$ cat src/rtl/uart_tx_fifo_rd.sv
// Read-side consumer of an async FIFO: pops one byte per frame and serialises
// it on uart_txd as start, 8 data bits LSB first, optional even parity, stop bit(s).
module uart_tx_fifo_rd #(
  parameter int CLK_FREQ  = 25_000_000,
  parameter int BAUD      = 115_200,
  parameter int PARITY_EN = 0,
  parameter int STOP_BITS = 1
) (
  input  logic       clk,
  input  logic       rst,
  input  logic       rd_empty,
  input  logic [7:0] rd_data,
  output logic       rd_req,
  input  logic       tx_en,
  output logic       uart_txd,
  output logic       tx_busy,
  output logic       tx_done
);

  localparam int CLKS_PER_BIT = CLK_FREQ / BAUD;
  localparam int CNT_W = (CLKS_PER_BIT > 1) ? $clog2(CLKS_PER_BIT) : 1;
  localparam logic [CNT_W-1:0] CNT_LAST = CNT_W'(CLKS_PER_BIT - 1);
  localparam logic [2:0] STOP_LAST = 3'(STOP_BITS - 1);

  typedef enum logic [2:0] {
    IDLE,
    LOAD,
    START,
    DATA,
    PARITY,
    STOP
  } state_t;

  state_t           state, state_next;
  logic [CNT_W-1:0] baud_cnt, baud_cnt_next;
  logic [2:0]       bit_idx, bit_idx_next;
  logic [7:0]       shift_reg, shift_next;
  logic             parity, parity_next;
  logic             bit_end;
  logic             txd_next, rd_req_next, tx_busy_next, tx_done_next;

  always_ff @(posedge clk or posedge rst) begin
    if (rst) begin
      state     <= IDLE;
      baud_cnt  <= '0;
      bit_idx   <= '0;
      shift_reg <= '0;
      parity    <= 1'b0;
      uart_txd  <= 1'b1;
      rd_req    <= 1'b0;
      tx_busy   <= 1'b0;
      tx_done   <= 1'b0;
    end else begin
      state     <= state_next;
      baud_cnt  <= baud_cnt_next;
      bit_idx   <= bit_idx_next;
      shift_reg <= shift_next;
      parity    <= parity_next;
      uart_txd  <= txd_next;
      rd_req    <= rd_req_next;
      tx_busy   <= tx_busy_next;
      tx_done   <= tx_done_next;
    end
  end

  // Outputs are registered from the upcoming state so they line up with it.
  always_comb begin
    state_next    = state;
    baud_cnt_next = baud_cnt;
    bit_idx_next  = bit_idx;
    shift_next    = shift_reg;
    parity_next   = parity;
    bit_end       = (baud_cnt == CNT_LAST);

    case (state)
      IDLE: begin
        baud_cnt_next = '0;
        bit_idx_next  = '0;
        if (tx_en && !rd_empty) state_next = LOAD;
      end
      LOAD: begin
        shift_next    = rd_data;
        parity_next   = ^rd_data;
        baud_cnt_next = '0;
        state_next    = START;
      end
      START: begin
        if (bit_end) begin
          baud_cnt_next = '0;
          bit_idx_next  = '0;
          state_next    = DATA;
        end else begin
          baud_cnt_next = baud_cnt + CNT_W'(1);
        end
      end
      DATA: begin
        if (bit_end) begin
          baud_cnt_next = '0;
          if (bit_idx == 3'd7) begin
            bit_idx_next = '0;
            state_next   = (PARITY_EN != 0) ? PARITY : STOP;
          end else begin
            bit_idx_next = bit_idx + 3'd1;
          end
        end else begin
          baud_cnt_next = baud_cnt + CNT_W'(1);
        end
      end
      PARITY: begin
        if (bit_end) begin
          baud_cnt_next = '0;
          bit_idx_next  = '0;
          state_next    = STOP;
        end else begin
          baud_cnt_next = baud_cnt + CNT_W'(1);
        end
      end
      STOP: begin
        if (bit_end) begin
          baud_cnt_next = '0;
          if (bit_idx == STOP_LAST) begin
            bit_idx_next = '0;
            state_next   = IDLE;
          end else begin
            bit_idx_next = bit_idx + 3'd1;
          end
        end else begin
          baud_cnt_next = baud_cnt + CNT_W'(1);
        end
      end
      default: state_next = IDLE;
    endcase

    rd_req_next  = (state_next == LOAD);
    tx_busy_next = (state_next != IDLE);
    tx_done_next = (state_next == STOP) && (bit_idx_next == STOP_LAST) &&
                   (baud_cnt_next == CNT_LAST);

    case (state_next)
      START:   txd_next = 1'b0;
      DATA:    txd_next = shift_next[bit_idx_next];
      PARITY:  txd_next = parity_next;
      default: txd_next = 1'b1;
    endcase
  end

endmodule

$ cat config.mk
export PLATFORM = sky130hd
export DESIGN_NAME = uart_tx_fifo_rd
export DESIGN_NICKNAME = d
export VERILOG_FILES = /design/src/rtl/uart_tx_fifo_rd.sv
export SDC_FILE = /design/constraint.sdc
export NUM_CORES = 1
export LEC_CHECK = 0
export BUFFER_PORTS_ARGS = -buffer_cell sky130_fd_sc_hd__clkbuf_2
export CAP_MARGIN = 20
export CORE_AREA = 8 8 71 73
export DETAILED_ROUTE_END_ITERATION = 6
export DIE_AREA = 0 0 79 81
export PLACE_DENSITY = 0.7
export RECOVER_POWER = 50
export SKIP_LAST_GASP = 1
export SLEW_MARGIN = 20
export SYNTH_ARGS = -nofsm -noshare
export SYNTH_HDL_FRONTEND = slang
export SYNTH_SLANG_ARGS = --single-unit
export TNS_END_PERCENT = 50
$ cat constraint.sdc
create_clock -name clk -period 2.4 [get_ports clk]
set_input_delay 0.24 -clock clk [delete_from_list [all_inputs] [get_ports clk]]
set_output_delay 0.24 -clock clk [all_outputs]
set_load 0.005 [all_outputs]
# After elaboration in Yosys (flattened, before gate mapping)

Cells that the tools add are included.

Register bits after elaboration: 27
Bits in latches: 0
Memory bits (writable): 0
Bits in read-only memories: 0
Bits of input ports: 12
Output and inout port bits: 4
Word-level logic and storage cells: 58
Memories kept: 0

Add/subtract/negate cells: 2
Multiply operators: 0
Div/mod/pow operators: 0
$lt $le $gt $ge: 1
Equality and inequality tests: 13
Shift-type cells: 0
Mux-type cells: 21
Bitwise gates (word level): 0
Reductions and logical operators: 12

Operator list:

| cell                                                 | number |
|---|---|
| 2-to-1 mux 3 bit                                     | 12 |
| one-hot mux 3 bit (6 select lines)                   | 1 |
| equality test 8 bit (second input constant)          | 2 |
| 2-to-1 mux 8 bit                                     | 2 |
| one-hot mux 8 bit (2 select lines)                   | 1 |
| equality test 3 bit (second input constant)          | 5 |
| equality test 3 x 2 -> 1 bit (second input constant) | 4 |
| one-hot mux 3 bit (4 select lines)                   | 1 |
| logical NOT 3 bit                                    | 3 |
| adder 8 x 1 -> 8 bit (second input constant)         | 1 |
| parity 8 bit                                         | 1 |
| equality test 3 x 1 -> 1 bit (second input constant) | 2 |
| < comparator 3 x 4 -> 1 bit (second input constant)  | 1 |
| OR reduction 2 bit                                   | 2 |
| OR reduction 4 bit                                   | 1 |
| adder 3 x 1 -> 3 bit (second input constant)         | 1 |
| binary-select mux 1 bit (select 3 bit)               | 1 |
| logical AND 1 bit                                    | 3 |
| one-hot mux 1 bit (3 select lines)                   | 1 |
| nonzero test 3 bit                                   | 1 |
| 2-to-1 mux 1 bit                                     | 2 |
| logical NOT 1 bit                                    | 1 |

# Longest topological paths before layout

Gate-level depths: netlist of the first run.

Word-level depth: 7
Gate-level depth with buffers: 10
Mapped depth without buffers: 10

# Worst setup path before layout of the first run

No wires, ideal clock.

Kind: reg-to-reg
Start point: register bit_idx[0]
End point: register uart_txd
Setup time: 0.085 ns
Arrival time: 2.234 ns
Required time: 2.315 ns
Slack: 0.081 ns
Stages on the path, launching flop included: 11
Buffers on the path: 0
Clock period less this slack: 2.319 ns
Cells stage by stage: dfrtp_1 ha_1 ha_1 nor3b_1 o21ba_2 o221ai_1 nand2_2 clkinv_2 nor3_1 or4_1 o221ai_1

Longest elaborated chain between the ends: 7
Elaborated cells between the ends (all ways): 20
Those cells by class: add/sub: 1; eq/ne: 4; mux: 14; reduce/logical: 1

Ends and longest elaborated chain:

| what                                         | RTL line | source |
|---|---|---|
| from (decl)                                  | 36       | `logic [2:0] bit_idx, bit_idx_next;` |
| from (signal assigned)                       | 56       | `bit_idx <= bit_idx_next;` |
| adder 3 x 1 -> 3 bit (tied with other cells) | 103, 125 |  |
| 2-to-1 mux 3 bit (on tied branches)          | 121, 99  |  |
| 2-to-1 mux 3 bit (on tied branches)          | 119, 97  |  |
| one-hot mux 3 bit (4 select lines) (*)       | 75       | `case (state)` |
| named net bit_idx_next[1]                    | 36       |  |
| binary-select mux 1 bit (select 3 bit) (*)   | 141      | `DATA: txd_next = shift_next[bit_idx_next];` |
| 2-to-1 mux 1 bit (not written as such) (*)   | 141      |  |
| one-hot mux 1 bit (3 select lines) (*)       | 139      | `case (state_next)` |
| named net txd_next                           | 40       | `logic txd_next, rd_req_next, tx_busy_next, tx_done_next;` |
| to (signal assigned)                         | 59       | `uart_txd <= txd_next;` |
| to (decl)                                    | 15       | `output logic uart_txd,` |

The timed path passes the listed nets; every way through them passes the cells marked *. The select of a mux whose other input is x is not followed.

# Worst setup path after layout of the first run

Start point: register baud_cnt[0]
End point: register tx_done

Longest elaborated chain between the ends: 6
Elaborated cells between the ends (all ways): 18
Those cells by class: add/sub: 1; eq/ne: 3; mux: 11; reduce/logical: 3

Ends and longest elaborated chain:

| what                                   | RTL line | source |
|---|---|---|
| from (decl)                            | 35       | `logic [CNT_W-1:0] baud_cnt, baud_cnt_next;` |
| from (signal assigned)                 | 55       | `baud_cnt <= baud_cnt_next;` |
| equality test 8 bit (*)                | 73       | `bit_end = (baud_cnt == CNT_LAST);` |
| 2-to-1 mux 3 bit (on tied branches)    | n/a      |  |
| one-hot mux 3 bit (6 select lines) (*) | 75       |  |
| named net state_next[0]                | 34       | `state_t state, state_next;` |
| equality test 3 bit (*)                | 136      | `tx_done_next = (state_next == STOP) && (bit_idx_next == STOP_LAST) &&` |
| logical AND 1 bit (*) (2 in series)    | 136      |  |
| named net tx_done_next                 | 40       |  |
| to (signal assigned)                   | 62       | `tx_done <= tx_done_next;` |
| to (decl)                              | 17       | `output logic tx_done` |

The timed path passes the listed nets; every way through them passes the cells marked *.

==> metrics.txt, run 1 <==
CP delay by family, top=simple AND/OR/NAND/NOR gates; Synth Flop Type=dfrtp_1; clock latency on the worst-skew pair=between 0.2 and 0.3 ns; Final Hold Fails=0; n_diodes=0; I/O Pins=16; Peak VDD IR=about 340 uV; post-synthesis register bit count=27; DR vias/cell=about 5.5; # rows=23; CP max FO=7; clock sink total=27; Final Cycle Share=99.3%; yosys warns=0; share of post-route cells with drive strength above 1=a little under two fifths; Lkg Pwr=approximately 0.89 nW; DP Wirelength=roughly 2900 microns; CP Launch Type=register; Reg area=677 sq um; IO Port Bufs=15; status=complete, no violations; vias in the first global route=between 1,000 and 1,500; Die X=slightly below 80 microns; count of different cell masters after synthesis=53; RSZ-0062 raised after global routing=true; Worst Path Buf+Inv=1; Synth Instances=approximately 170; largest net degree at the start of global routing=28; Clock Root Buffer=clkbuf_8; CP Data Arrival Time=2.58 ns; Chip Height=a little over 80 microns; GRT Total Usage=around an eighth; slowest stage delay, CP=0.47 ns; CTS buffer count=3; WP data required=2.60 ns; Post-synth EDFFs=0; final setup vio count=0; die area=6400 sq um; Multi-input gate area=approximately 990 sq um; Clock Tree Buf Depth=2; worst setup path start=baud_cnt[0]; minimum clock period=between 2 and 2.5 ns; Congestion Overflow GR=0; worst slew pin tran=between 1 and 1.5 ns; Max-cap violations=0; per-cell routed wire length=around 15 microns; Power, Total=approximately 0.79 mW; Syn Nets=187; DRT Pass-1 Iters=4; nets=between 200 and 250; initial antenna violation count=0; Initial Util=42.1%; register area share after synthesis=about two fifths; gpl congestion=0.899; Layout Skew=about 0.0026 ns; clock-pin slew on the worst setup and hold paths=about 0.090 ns; type of the worst setup path=register to register; worst min path class=primary input to register; DR vias=1,429; # DRC=0; core area=3910 sq um; drt initial violations=about 70; most used cell, CP=nor2_4; first-pass GRT wire length=~6000 microns; fraction of registers with async set/reset=100%; CTS tree=built; Avg Synthesized Cell Area=a little under 10 sq um; Final Slew Violations=0; crit-path cells=inv_1 -> ha_2 -> nand3b_1 -> nor2_4 -> o21bai_4 -> a221o_1 -> nor2_4 -> or4b_4 -> nor3_2; reg-to-reg critical path startpoint=baud_cnt[0]; power per cell area=380 nW/um^2; DRT antenna net count=0; post-route insts no fill=approximately 260; slowest CP cell=or4b_4; Worst Hold Launch=rd_data[5]; f_max=roughly 0.42 GHz; Total Wirelength=between 3000 and 4000 microns; placed cell count=between 200 and 250; # fillers=roughly 360; relative slew slack=around 5.0%; crit path capture type=register; synthesized area=around 1600 sq um; Syn-to-layout area delta=26.5%; CTS H-tree depth=1
## cell usage in the layout (no fill, tap or decap), types with 2 or more instances in the layout
| cell type | netlist | final |
|---|---|---|
| o31ai_1 | 3 | 3 |
| nand3_1 | 5 | 5 |
| mux2_2 | 8 | 8 |
| or4_1 | 2 | 2 |
| o21ai_0 | 10 | 8 |
| o21ai_2 | 0 | 2 |
| and4_2 | 2 | 2 |
| buf_4 | 0 | 24 |
| nand2b_1 | 3 | 3 |
| a21oi_1 | 5 | 4 |
| nor3_1 | 8 | 8 |
| o221ai_2 | 0 | 2 |
| xnor2_1 | 8 | 8 |
| inv_1 | 10 | 10 |
| clkbuf_8 | 0 | 3 |
| ha_1 | 6 | 5 |
| nand2_1 | 9 | 9 |
| a21o_1 | 2 | 2 |
| nand4_1 | 2 | 2 |
| clkbuf_2 | 0 | 15 |
| nor2b_1 | 3 | 2 |
| dfrtp_1 | 26 | 26 |
| nor4_1 | 3 | 3 |
| clkbuf_1 | 1 | 2 |
| nor2_1 | 10 | 10 |
| nor2_4 | 1 | 3 |
## power by group
group	switching [mW]	total (mW)	internal [mW]
Combinational	0.0341	0.0652	0.0311
Clock	0.135	0.254	0.119
Sequential	0.00450	0.473	0.468
Total	0.174	0.792	0.618
## cell type report
type / instances / area share, %
Tap cell: 50 / 3.00
Clock buffer: 4 / 2.16
Timing Repair Buffer: 41 / 12.9
Multi-Input combinational cell: 125 / 47.4
Sequential cell: 27 / 32.5
Inverter: 11 / 2.04
## worst reg2reg max path, delay by kind of cell (launching register included)
kind            cells  cell delay [ns]
flops               1             0.38
buf+inv             1             0.06
fa+ha+maj           1             0.17
compound gates      2             0.53
simple gates        5             1.17
## metrics by stage
step / hold WS, ns / setup WS (ns) / area [sq um] / TNS [ns] / utilization (%)
2_1_floorplan: 0.292 / 0.0811 / 1650 / 0 / -
3_5_place_dp: 0.296 / -0.0463 / 1900 / -0.0463 / 48.5
5_1_grt: 0.254 / -0.0955 / 2080 / -0.180 / 53.3
3_3_place_gp: 0.295 / 0.0439 / 1900 / 0 / 48.5
6_report: 0.249 / 0.0174 / 2080 / 0 / 53.3
4_1_cts: 0.251 / -0.00402 / 1960 / -0.00402 / 50.1
## final timing paths
kind                                     end  slack, ns  cells after the start
worst max-delay path                 tx_done       0.02                      9
worst min register to register  shift_reg[5]       0.51                      1
worst max register to register       tx_done       0.02                      9
max in group asynchronous       shift_reg[6]       0.60                      4
min in group asynchronous        baud_cnt[4]       0.97                      4
worst min-delay path            shift_reg[5]       0.25                      2
## per-layer routing
metal,GRT usage (%),up-vias,wire (microns)
li1,-,694,-
met1,16.5,687,1810
met2,19.1,44,1760
met3,0.993,4,161
met4,3.89,0,34
met5,0,-,0
## synth_stat cells (3+ instances only)
cell type	count	area, sq um
o21ai_0	10	50.1
buf_2	5	25.0
ha_1	6	75.1
nor4_1	3	18.8
nor2_1	10	37.5
inv_1	10	37.5
nand2_1	9	33.8
a21oi_1	5	25.0
dfrtp_1	26	651
nand3_1	5	25.0
mux2_2	8	90.1
nand2b_1	3	18.8
xnor2_1	8	70.1
nor2b_1	3	18.8
o31ai_1	3	22.5
nor3_1	8	40.0
## logic make-up (layout without fill, tap and decap cells)
kind of cell / after synthesis / count (layout) / share of synthesized area [%]
simple gates: 64 / 64 / 23.2
compound gates: 38 / 38 / 16.6
flops: 27 / 27 / 41.1
buf+inv: 17 / 56 / 4.33
xor+xnor: 9 / 9 / 4.78
mux: 8 / 8 / 5.47
fa+ha+maj: 6 / 6 / 4.56
## timing repair
item,4_1_cts,5_1_grt
pin swaps,0,8
hold endpoints to repair,11,0
setup endpoints to repair,1,2
hold buffers,1,0
setup buffers,0,6
gates resized for setup,1,19
(Power assumes the default switching activity.)
==> run 2: changes to the inputs <==
CORE_AREA = 2 2 65 67   (was 8 8 71 73)
DIE_AREA = 0 0 67 69   (was 0 0 79 81)
==> run 2 against run 1 <==
Net effect: sequential share of layout area grew 1.3 points; global-route usage increased by 5.6 points; setup slack improved by 0.010 ns; wire length decreased by 0.19%; critical endpoint is now uart_txd; largest power group unchanged.
==> metrics.txt, run 2 (synthesized netlist as in run 1, its figures left out) <==
Max-cap violations=0 (unchanged); Syn-to-layout area delta=21.6% (was 26.5%); Clock Root Buffer=clkbuf_8 (unchanged); largest net degree at the start of global routing=28 (unchanged); fin worst setup slack=0.0275 ns (was 0.0174 ns); core area=3910 sq um (unchanged); GRT Total Usage=17.4% (was 11.9%); minimum clock period=2.37 ns (was 2.38 ns); setup slack after placement=-0.0528 ns (was -0.0463 ns); Multi-input gate area=947 sq um (was 988 sq um); Die X=67 microns (was 79 microns); power per cell area=395 nW/um^2 (was 380 nW/um^2); Final Core Density=51.2% (was 53.3%); Chip Height=69 microns (was 81 microns); CTS buffer count=3 (unchanged); nets=222 (was 227); WP data required=2.59 ns (was 2.60 ns); die area=4620 sq um (was 6400 sq um); Sw Share=22.0% (about the same); per-cell routed wire length=14.8 microns (was 14.6 microns); Final Cycle Share=98.9% (was 99.3%); Initial Util=42.1% (unchanged); Peak VDD IR=377 uV (was 336 uV); CTS H-tree depth=1 (unchanged); I/O Pins=16 (unchanged); DP Wirelength=2720 microns (was 2860 microns); internal power=0.617 mW (was 0.618 mW); Reg power frac=59.7% (about the same); initial antenna violation count=0 (unchanged); CTS tree=built (unchanged); share of post-route cells with drive strength above 1=35.0% (was 37.5%); Clock Tree Buf Depth=2 (unchanged); DR vias=1,433 (was 1,429); f_max=0.421 GHz (was 0.420 GHz); Area after DPL=1880 sq um (was 1900 sq um); crit path capture type=register (unchanged); worst slew pin tran=1.45 ns (was 1.43 ns); relative slew slack=3.15% (was 4.95%); Reg area=677 sq um (unchanged); worst min path class=primary input to register (unchanged); type of the worst setup path=register to register (unchanged); first-pass GRT wire length=6320 microns (was 6180 microns); clock sink total=27 (unchanged); clock latency on the worst-skew pair=0.27 ns (about the same); placed cell count=245 (was 247); gpl congestion=0.864 (was 0.899); CP Launch Type=register (unchanged); drt initial violations=52 (was 72); CP Data Arrival Time=2.56 ns (was 2.58 ns); Net Sw Power=0.174 mW (about the same); IO Port Bufs=15 (unchanged); Final Hold Fails=0 (unchanged); # rows=23 (unchanged); final setup vio count=0 (unchanged); Congestion Overflow GR=0 (unchanged); Clock power frac=32.3% (was 32.1%); DRT antenna net count=0 (unchanged); Gate power share=8.0% (was 8.2%); CP max FO=5 (was 7); commonest non-fill, non-tap cell in the layout=dfrtp_1 (unchanged); n_diodes=0 (unchanged); setup_tns=0 ns (unchanged); highest-count cells in the layout ignoring fill and taps=dfrtp_1 (26), buf_4 (20), clkbuf_2 (15) (was dfrtp_1 (26), buf_4 (24), clkbuf_2 (15)); # fillers=371 (was 363); DR vias/cell=5.66 (was 5.54); # DRC=0 (unchanged); status=complete, no violations (unchanged); Final Instance Area=2000 sq um (was 2080 sq um); clock-pin slew on the worst setup and hold paths=0.09 ns (about the same); CTS Hold Bufs=0 (was 1); Final Slew Violations=0 (unchanged); Layout Skew=0.00518 ns (was 0.00263 ns); RSZ-0062 raised after global routing=true (unchanged); post-route insts no fill=253 (was 258); Lkg Pwr=0.835 nW (was 0.886 nW); DRT Pass-1 Iters=4 (unchanged); vias in the first global route=1,360 (was 1,343); Total Wirelength=3750 microns (was 3760 microns)
## run 2: worst max-delay path, cell delays in order, from the launching register on
cell,delay (ns)
dfrtp_1,0.38
inv_1,0.06
ha_2,0.17
nand3b_1,0.20
o31ai_2,0.35
a31oi_2,0.17
nor2_4,0.17
nor3_1,0.08
or4_1,0.55
o221ai_2,0.17
## run 2: path summary, 6_finish.rpt
check | from | to | slack (ns) | depth (start not counted)
max in group asynchronous | rst | shift_reg[3] | 1.12 | 3
hold / removal | rd_data[2] | shift_reg[2] | 0.26 | 2
min in group asynchronous | rst | baud_cnt[3] | 0.43 | 3
setup / recovery | baud_cnt[0] | uart_txd | 0.03 | 9
hold reg to reg | shift_reg[1] | shift_reg[1] | 0.51 | 1
setup reg to reg | baud_cnt[0] | uart_txd | 0.03 | 9
## run 2: stage by stage
step / hold WS (ns) / total power [mW]
after floorplan: 0.292 / 0.523
after global placement: 0.294 / 0.544
after detailed placement: 0.309 / 0.546
after CTS: 0.00618 / 0.800
after global routing: 0.257 / 0.825
final: 0.256 / 0.791
## run 2: repair_timing
| item | in CTS | in global routing |
|---|---|---|
| pin swaps | 0 | 8 |
| endpoints found under the setup margin | 1 | 2 |
| setup buffers | 0 | 4 |
| gates resized for setup | 2 | 11 |
| gates cloned | 0 | 0 |
## run 2: layer usage
layer / global-route usage [%] / vias to the layer above / wire, microns
li1: - / 685 / -
met1: 26.8 / 698 / 1820
met2: 24.4 / 42 / 1740
met3: 1.31 / 8 / 116
met4: 8.39 / 0 / 71
met5: 0 / - / 0
## run 2: final cells by class
type	count	share of cell area, %
Multi-Input combinational cell	125	47.3
Sequential cell	27	33.8
Timing Repair Buffer	36	11.4
Tap cell	50	3.12
Clock buffer	4	2.25
Inverter	11	2.12
## run 2: power groups by stage
stage	logic (mW)	registers, mW	clock network [mW]
6_report	0.0633	0.472	0.255
4_1_cts	0.0644	0.472	0.264
3_3_place_gp	0.0638	0.480	0
5_1_grt	0.0710	0.474	0.280
2_1_floorplan	0.0434	0.479	0
3_5_place_dp	0.0642	0.481	0
==> run 3: changes to the inputs <==
==> constraint.sdc (replaced) <==
create_clock -name clk -period 2.4 [get_ports clk]
set_input_delay 0.72 -clock clk [delete_from_list [all_inputs] [get_ports clk]]
set_output_delay 0.72 -clock clk [all_outputs]
set_load 0.005 [all_outputs]
==> run 3 against run 2 <==
Net effect: highest routed layer unchanged; die area stayed put; clock skew is 0.0028 ns lower; final area is 5.1% higher; largest cell class unchanged; non-clock buffer count up 3; final cell count up 1.2%; sequential cell count unchanged; power grew 0.29%; hold slack improved by 0.22 ns; setup slack got worse by 0.033 ns; the flow now finishes with violations (setup timing); sequential share of layout area down 1.6 points.
==> metrics.txt, run 3 (synthesized netlist as in run 1, its figures left out) <==
status=finished, violations left (was complete, no violations); failing checks=setup timing; CTS buffer count=3 (unchanged); Max-cap violations=0 (unchanged); share of post-route cells with drive strength above 1=40.8% (was 35.0%); slowest CP cell=or4b_4 (was or4_1); crit path capture type=register (unchanged); clock-pin slew on the worst setup and hold paths=0.09 ns (about the same); drt initial violations=94 (was 52); Clock Tree Buf Depth=2 (unchanged); first-pass GRT wire length=6220 microns (was 6320 microns); reg2reg setup slack=-0.006 ns (was 0.03 ns); CP Data Arrival Time=2.60 ns (was 2.56 ns); highest-count cells in the layout ignoring fill and taps=dfrtp_1 (26), buf_4 (21), clkbuf_2 (14) (was dfrtp_1 (26), buf_4 (20), clkbuf_2 (15)); DP Wirelength=2790 microns (was 2720 microns); Lkg Pwr=0.882 nW (was 0.835 nW); clock sink total=27 (unchanged); I/O Pins=16 (unchanged); commonest non-fill, non-tap cell in the layout=dfrtp_1 (unchanged); reg2reg end=tx_done (was uart_txd); Stages on worst setup path=9 (unchanged); fin worst setup slack=-0.00556 ns (was 0.0275 ns); # fillers=360 (was 371); nets=225 (was 222); Clock Root Buffer=clkbuf_8 (unchanged); initial antenna violation count=0 (unchanged); DRT Pass-1 Iters=4 (unchanged); Final Core Density=53.8% (was 51.2%); CTS tree=built (unchanged); WHS=0.475 ns (was 0.256 ns); DR vias/cell=5.52 (was 5.66); DRT antenna net count=0 (unchanged); die area=4620 sq um (unchanged); gpl congestion=0.849 (was 0.864); slowest stage delay, CP=0.47 ns (was 0.55 ns); per-cell routed wire length=14.9 microns (was 14.8 microns); Final Cycle Share=100% (was 98.9%); Area after DPL=1880 sq um (unchanged); final setup vio count=1 (was 0); Die X=67 microns (unchanged); GRT Total Usage=17.1% (was 17.4%); CTS H-tree depth=1 (unchanged); Final Slew Violations=0 (unchanged); relative slew slack=57.0% (was 3.15%); vias in the first global route=1,328 (was 1,360); Syn-to-layout area delta=27.8% (was 21.6%); worst slew pin tran=0.645 ns (was 1.45 ns); Reg area=677 sq um (unchanged); IO Port Bufs=15 (unchanged); core area=3910 sq um (unchanged); n_diodes=0 (unchanged); Peak VDD IR=347 uV (was 377 uV); Chip Height=69 microns (unchanged); CP Launch Type=register (unchanged); Critical Path End=tx_done (was uart_txd); RSZ-0062 raised after global routing=true (unchanged); # rows=23 (unchanged); largest net degree at the start of global routing=17 (was 28); Initial Util=42.1% (unchanged); reg2reg path depth=9 (unchanged); Multi-input gate area=1020 sq um (was 947 sq um); Total Wirelength=3820 microns (was 3750 microns); Congestion Overflow GR=0 (unchanged); crit-path cells=inv_2 -> ha_4 -> nand3b_1 -> nor2_4 -> o21bai_4 -> a221o_1 -> nor2_4 -> or4b_4 -> nor3_2 (was inv_1 -> ha_2 -> nand3b_1 -> o31ai_2 -> a31oi_2 -> nor2_4 -> nor3_1 -> or4_1 -> o221ai_2); Final Instance Area=2110 sq um (was 2000 sq um); CP max FO=6 (was 5); worst setup path start=baud_cnt[1] (was baud_cnt[0]); worst min path class=primary input to async pin (was primary input to register); type of the worst setup path=register to register (unchanged); Final Hold Fails=0 (unchanged); CP delay by family, top=simple AND/OR/NAND/NOR gates (unchanged); Layout Skew=0.00237 ns (was 0.00518 ns); WP data required=2.60 ns (was 2.59 ns); minimum clock period=2.41 ns (was 2.37 ns); reg-to-reg critical path startpoint=baud_cnt[1] (was baud_cnt[0]); # DRC=0 (unchanged); f_max=0.416 GHz (was 0.421 GHz); DR vias=1,412 (was 1,433); power per cell area=377 nW/um^2 (was 395 nW/um^2); clock latency on the worst-skew pair=0.27 ns (about the same); Worst Path Buf+Inv=1 (unchanged); most used cell, CP=nor2_4
[run 3: how the worst min path moves through the flow]
stage            startpoint           end  slack [ns]  cells after the start
2_1_floorplan  shift_reg[5]  shift_reg[5]        0.47                      1
3_3_place_gp   shift_reg[2]  shift_reg[2]        0.49                      1
3_5_place_dp   shift_reg[7]  shift_reg[7]        0.49                      1
4_1_cts                 rst       tx_busy        0.49                      2
5_1_grt                 rst       tx_busy        0.52                      2
6_report                rst       tx_busy        0.47                      2
[run 3: worst reg2reg max path, stage by stage, from the launching register on]
cell,delay (ns)
dfrtp_1,0.40
inv_2,0.07
ha_4,0.13
nand3b_1,0.17
nor2_4,0.28
o21bai_4,0.10
a221o_1,0.40
nor2_4,0.14
or4b_4,0.47
nor3_2,0.16
[run 3: cell type report]
type                    count  share of cell area (%)
clock buffers               3                    1.96
clock inverters             1                   0.238
inverters                  11                    2.02
multi-input cells         125                    48.4
flip-flops and latches     27                    32.1
well taps                  50                    2.97
repair buffers             39                    12.2
[run 3: repair_timing]
action	in CTS	in global routing
setup buffers	0	7
resized for setup	1	31
hold buffers	0	0
pin swaps	0	12
setup endpoints to repair	2	2
[run 3: metrics by stage]
stage	worst slack [ns]	setup TNS, ns	power (mW)	instances
after floorplan	0.0811	0	0.523	169
after global placement	0.0352	0	0.543	245
after detailed placement	-0.0136	-0.0136	0.545	245
after CTS	-0.0150	-0.0150	0.798	249
after global routing	-0.110	-0.211	0.828	256
final	-0.00556	-0.00556	0.793	256
[run 3: where the power goes]
part | switching [mW] | total, mW | internal [mW]
Combinational | 0.0331 | 0.0641 | 0.0310
Clock | 0.140 | 0.256 | 0.116
Sequential | 0.00460 | 0.473 | 0.468
Total | 0.178 | 0.793 | 0.615
[run 3: per-layer routing]
metal | global-route usage [%] | share of wire (%) | up-vias
met3 | 1.47 | 2.4 | 4
met4 | 5.44 | 1.1 | 0
met1 | 26.0 | 49 | 689
met5 | 0 | 0 | -
li1 | - | - | 690
met2 | 25.3 | 48 | 29
